File: config.mk
export PLATFORM = sky130hd
export DESIGN_NAME = map_writer
export DESIGN_NICKNAME = d
export VERILOG_FILES = /design/src/rtl/map_writer.sv
export SDC_FILE = /design/constraint.sdc
export NUM_CORES = 1
export LEC_CHECK = 0
export CAP_MARGIN = 25
export CORE_ASPECT_RATIO = 1.4
export CORE_UTILIZATION = 43
export CTS_BUF_LIST = sky130_fd_sc_hd__clkbuf_8 sky130_fd_sc_hd__clkbuf_16
export DETAILED_ROUTE_END_ITERATION = 12
export GPL_ROUTABILITY_DRIVEN = 0
export PLACE_DENSITY = 0.75
export SYNTH_ARGS = -nofsm -noshare
export SYNTH_HDL_FRONTEND = slang
export SYNTH_SLANG_ARGS = --single-unit
File: constraint.sdc
create_clock -name clk -period 1.7 [get_ports clk]
set_input_delay 0.17 -clock clk [delete_from_list [all_inputs] [get_ports clk]]
set_output_delay 0.17 -clock clk [all_outputs]
set_load 0.03 [all_outputs]
File: src/rtl/map_writer.sv
// Write master for the voxel map RAM: fills 32x32x32 terrain, then applies place/break edits.
// Latency: an accepted command shows its write (or cmd_err) in the next cycle; the fill writes one address per cycle.
// Backpressure: cmd_ready is low during the fill and whenever regen is high; in IDLE a command is accepted every cycle.
module map_writer #(
   parameter int STONE_TOP = 20,
   parameter int DIRT_TOP  = 23,
   parameter int GRASS_Y   = 24,
   parameter int MAX_ID    = 15
) (
   input  logic        clk,
   input  logic        rst,
   input  logic        regen,
   input  logic        cmd_valid,
   output logic        cmd_ready,
   input  logic [4:0]  cmd_x,
   input  logic [4:0]  cmd_y,
   input  logic [4:0]  cmd_z,
   input  logic        cmd_place,
   input  logic [4:0]  cmd_id,
   output logic        cmd_err,
   output logic [14:0] write_addr,
   output logic [4:0]  write_data,
   output logic        write_en,
   output logic        init_done,
   output logic [15:0] edit_count
);

   localparam logic [0:0] ST_FILL = 1'b0;
   localparam logic [0:0] ST_IDLE = 1'b1;

   localparam logic [4:0] ID_AIR     = 5'd0;
   localparam logic [4:0] ID_BEDROCK = 5'd1;
   localparam logic [4:0] ID_STONE   = 5'd2;
   localparam logic [4:0] ID_DIRT    = 5'd3;
   localparam logic [4:0] ID_GRASS   = 5'd4;

   // Layered terrain: bedrock floor, stone, dirt, one grass layer, air above.
   function automatic logic [4:0] terrain_id(input logic [4:0] y);
      logic [4:0] id;
      if (y == 5'd0)                    id = ID_BEDROCK;
      else if (y <= 5'(STONE_TOP))      id = ID_STONE;
      else if (y <= 5'(DIRT_TOP))       id = ID_DIRT;
      else if (y == 5'(GRASS_Y))        id = ID_GRASS;
      else                              id = ID_AIR;
      return id;
   endfunction

   logic [0:0]  state_q, state_d;
   // Bit 15 set means the sweep has written all 32768 addresses.
   logic [15:0] fc_q, fc_d;
   logic [14:0] write_addr_q, write_addr_d;
   logic [4:0]  write_data_q, write_data_d;
   logic        write_en_q, write_en_d;
   logic        cmd_err_q, cmd_err_d;
   logic        init_done_q, init_done_d;
   logic [15:0] edit_count_q, edit_count_d;

   logic        cmd_fire;
   logic        cmd_reject;

   // regen wins over a simultaneous command by dropping ready for that cycle.
   assign cmd_ready  = (state_q == ST_IDLE) & ~regen;
   assign cmd_fire   = cmd_valid & cmd_ready;
   // Breaking the bedrock floor and out-of-range ids are refused without a write.
   assign cmd_reject = cmd_place ? (cmd_id > 5'(MAX_ID)) : (cmd_y == 5'd0);

   // Next-state: fill sweep, regen restart and edit command handling.
   always_comb begin
      state_d      = state_q;
      fc_d         = fc_q;
      write_en_d   = 1'b0;
      write_addr_d = 15'd0;
      write_data_d = 5'd0;
      cmd_err_d    = 1'b0;
      init_done_d  = init_done_q;
      edit_count_d = edit_count_q;

      case (state_q)
         ST_FILL: begin
            init_done_d = 1'b0;
            if (regen) begin
               // Restart in place: address 0 is written this cycle, no gap.
               write_en_d   = 1'b1;
               write_addr_d = 15'd0;
               write_data_d = terrain_id(5'd0);
               fc_d         = 16'd1;
            end else if (fc_q[15]) begin
               state_d     = ST_IDLE;
               init_done_d = 1'b1;
            end else begin
               write_en_d   = 1'b1;
               write_addr_d = fc_q[14:0];
               write_data_d = terrain_id(fc_q[14:10]);
               fc_d         = fc_q + 16'd1;
            end
         end
         ST_IDLE: begin
            if (regen) begin
               state_d     = ST_FILL;
               fc_d        = 16'd0;
               init_done_d = 1'b0;
            end else if (cmd_fire) begin
               if (cmd_reject) begin
                  cmd_err_d = 1'b1;
               end else begin
                  write_en_d   = 1'b1;
                  write_addr_d = {cmd_y, cmd_z, cmd_x};
                  write_data_d = cmd_place ? cmd_id : ID_AIR;
                  if (edit_count_q != 16'hFFFF) begin
                     edit_count_d = edit_count_q + 16'd1;
                  end
               end
            end
         end
         default: begin
            state_d = ST_FILL;
            fc_d    = 16'd0;
         end
      endcase
   end

   // State and registered outputs; reset aborts any fill or pending write.
   always_ff @(posedge clk) begin
      if (rst) begin
         state_q      <= ST_FILL;
         fc_q         <= 16'd0;
         write_en_q   <= 1'b0;
         write_addr_q <= 15'd0;
         write_data_q <= 5'd0;
         cmd_err_q    <= 1'b0;
         init_done_q  <= 1'b0;
         edit_count_q <= 16'd0;
      end else begin
         state_q      <= state_d;
         fc_q         <= fc_d;
         write_en_q   <= write_en_d;
         write_addr_q <= write_addr_d;
         write_data_q <= write_data_d;
         cmd_err_q    <= cmd_err_d;
         init_done_q  <= init_done_d;
         edit_count_q <= edit_count_d;
      end
   end

   assign write_en   = write_en_q;
   assign write_addr = write_addr_q;
   assign write_data = write_data_q;
   assign cmd_err    = cmd_err_q;
   assign init_done  = init_done_q;
   assign edit_count = edit_count_q;

endmodule

==> key figures <==
Status
  – Outcome: complete, but fails checks
  – Violated checks: setup timing

Power
  – P_leak: 1.46 nW
  – Worst VDD drop: roughly 500 uV
  – Power Total: about 2.5 mW
  – Pwr/cell area: about 650 mW/mm^2

Logic synthesis
  – Most frequent cell after synthesis: dfxtp_1
  – Post-synth top area share: 0.455
  – Yosys top cell by area: dfxtp_1
  – Post-Syn Area: about 0.0025 sq mm
  – Syn Inst Count: roughly 280
  – Area contributors post-synth: dfxtp_1 45%, nor2_1 5.3%, a22o_1 4.6%
  – Synth Warn #: 0
  – Post-synth EDFFs: 0
  – Synth top cells by count: 56 x dfxtp_1, 35 x nor2_1, 19 x a21oi_1
  – Yosys cell types: 44
  – Top_reg_cell synth: dfxtp_1
  – Sequential share of the synthesized area: 0.455
  – Asr flop ratio synth: 0
  – Syn avg cell area: 8.97 sq um
  – Post-Syn Nets: slightly above 300
  – FF+latch count, synth: 56

Floorplanning
  – Die Height: 91.6 um
  – Rows: 32
  – Die W: 66.0 um
  – Initial core utilization: 0.446
  – Die area: between 0.006 and 0.007 sq mm
  – Core Box Area: 0.00553 sq mm
  – I/O pin count: 65

STA
  – Tightest Pin Transition: 0.536 ns
  – Count of final setup violators: 5
  – Final Cycle Share: 1.03
  – RSZ-0062 raised after global routing: true
  – Post-Route Setup TNS: -0.163 ns
  – Max Slew Vio Count: 0
  – Worst clock skew: roughly 0.014 ns
  – Min cycle time layout: 1.75 ns
  – Hold Fails Final Rpt: 0
  – Rel. slew slack: 0.640
  – Final worst setup slack: -0.0537 ns
  – Fmax achieved: 570 MHz

CTS
  – Reg clk slew, reported paths: roughly 0.11 ns
  – CTS tree: yes
  – Worst skew pair latency: ~0.32 ns
  – H-tree levels: 2
  – Post-CTS Hold Fix Bufs: 0
  – Clk root buf: clkbuf_8
  – Clk buf depth: 2
  – Clk sinks: 56
  – TritonCTS Buffers: 5

GRT
  – Busiest grt layer: met2
  – GR Layer Usage met1: 0.268
  – Initial antenna violation count: 0
  – Largest net degree at the start of global routing: 31
  – Total GRT Usage: 0.234
  – M2 GR Usage: 0.406
  – First-pass GRT wire length: between 10 and 15 mm
  – Total grt overflow: 0
  – Vias in the first global route: about 2.4k
  – Met3 GRT Util: 0.0377

Route
  – Drt wl/cell: about 17 um
  – Remaining DRCs: 0
  – Routed Antenna Nets: 0
  – DRT Wirelength: between 7 and 8 mm
  – First-pass DRT Iterations: 4
  – Vias post-DR: around 2.5k
  – First-iteration detailed-routing DRC count: roughly 160
  – DR vias/cell: roughly 5.7

Setup path
  – CP Capture Type: flip-flop
  – R2r setup slk: -0.05 ns
  – CP arrival: roughly 2 ns
  – Crit Path Max Fanout: 4
  – WS Path Type: reg -> reg
  – FF-to-FF Start: fc_q[0]
  – Crit path required time: 1.95 ns
  – FF-to-FF path depth: 5
  – Worst r2r dst: fc_q[12]
  – Critical Path Start Type: flip-flop

Worst hold path
  – Hold path depth: 2
  – Worst min path class: in -> reg
  – Hold Crit Start: cmd_y[4]
  – Worst Hold Endpoint: write_addr[14]

Placement
  – Placed cell count: around 430
  – Post-DP HPWL: 4.93 mm
  – Count of input and output buffers: 64

Layout
  – # nets final: around 400
  – Fillers: around 400
  – Layout cells sized above 1: 0.303
  – Layout Cells excl Fill: about 440
  – Area grow syn2layout: 60.0%
  – Ant diodes: 0

Run
  – MaxCap Viol Count: 0
layout by cell type, fill, tap and decap left out, types with 5 or more instances in the layout:
cell type / n
clkdlybuf4s50_1: 58
dfxtp_1: 38
buf_4: 36
nor2_1: 35
dfxtp_2: 18
nand2_1: 14
a22o_1: 13
a21oi_1: 13
nand4_1: 12
nand3_1: 10
nor2b_1: 8
nor4_4: 8
o31ai_1: 8
mux2_4: 7
inv_1: 6
or4_4: 6
a21oi_2: 6
xor2_1: 5
clkbuf_8: 5
buf_6: 5
final cells by class:
cell class                 count  area [sq um]  share of cell area
multi-input combinational    197          1480               0.375
sequential                    56          1140               0.290
timing repair buffer         109          1080               0.273
tap                           68          85.1              0.0216
clock buffer                   5          68.8              0.0174
clock inverter                 3          68.8              0.0174
inverter                       6          22.5             0.00571
power by group:
group          internal, mW  total, mW  switching (mW)  leakage, nW
Clock                 0.593       1.05           0.456       0.0687
Sequential             1.32       1.32         0.00350        0.461
Combinational        0.0931      0.175          0.0821        0.932
kinds of logic after synthesis:
kind of cell / share of synthesized area
multiplexers: 0.0320
buffers and inverters: 0.0401
AO/OA/AOI/OAI: 0.158
other: 0.00152
flip-flops: 0.455
AND/OR/NAND/NOR: 0.272
adder cells (fa/ha/maj): 0.0101
XOR/XNOR: 0.0320
flip-flops by register name, indices dropped and copies added (netlist names):
signal,flops
state_q,1
edit_count,16
write_en,1
write_addr,15
fc_q,16
cmd_err,1
write_data,5
init_done,1
routing by layer:
| metal | vias to the layer above | wire (um) |
|---|---|---|
| met2 | 71 | 4000 |
| met3 | 24 | 202 |
| met4 | 0 | 304 |
| met1 | 1230 | 3060 |
| li1 | 1205 | - |
| met5 | - | 0 |
metrics by stage:
step	hold slack, ns	area [sq um]	setup slack (ns)	util
3_5_place_dp	0.487	3440	-0.455	0.623
6_report	0.176	3950	-0.0537	0.714
4_1_cts	0.436	3660	-0.0369	0.662
3_3_place_gp	0.477	3440	-0.382	0.623
2_1_floorplan	0.296	2500	-0.0234	-
5_1_grt	0.173	3950	-0.0946	0.714
worst max-delay path: stages (launching register included):
cell     delay (ns)
dfxtp_2        0.34
ha_1           0.15
nor3b_4        0.22
or4b_4         0.52
or3_4          0.35
a21oi_2        0.12
worst max path at each step:
| stage | startpoint | end | slack (ns) | depth (start not counted) |
|---|---|---|---|---|
| 6_report | fc_q[0] | fc_q[12] | -0.05 | 5 |
| 2_1_floorplan | fc_q[0] | fc_q[12] | -0.02 | 5 |
| 3_5_place_dp | cmd_place | edit_count[8] | -0.45 | 6 |
| 5_1_grt | fc_q[0] | fc_q[12] | -0.09 | 5 |
| 4_1_cts | fc_q[0] | fc_q[12] | -0.04 | 5 |
| 3_3_place_gp | cmd_place | edit_count[8] | -0.38 | 6 |
timing repair:
action,4_1_cts,5_1_grt
cloned,0,3
pin swaps,3,16
resized for setup,12,46
hold endpoints to repair,0,0
setup buffers,1,6
endpoints found under the setup margin,13,19
(Power assumes the default switching activity.)
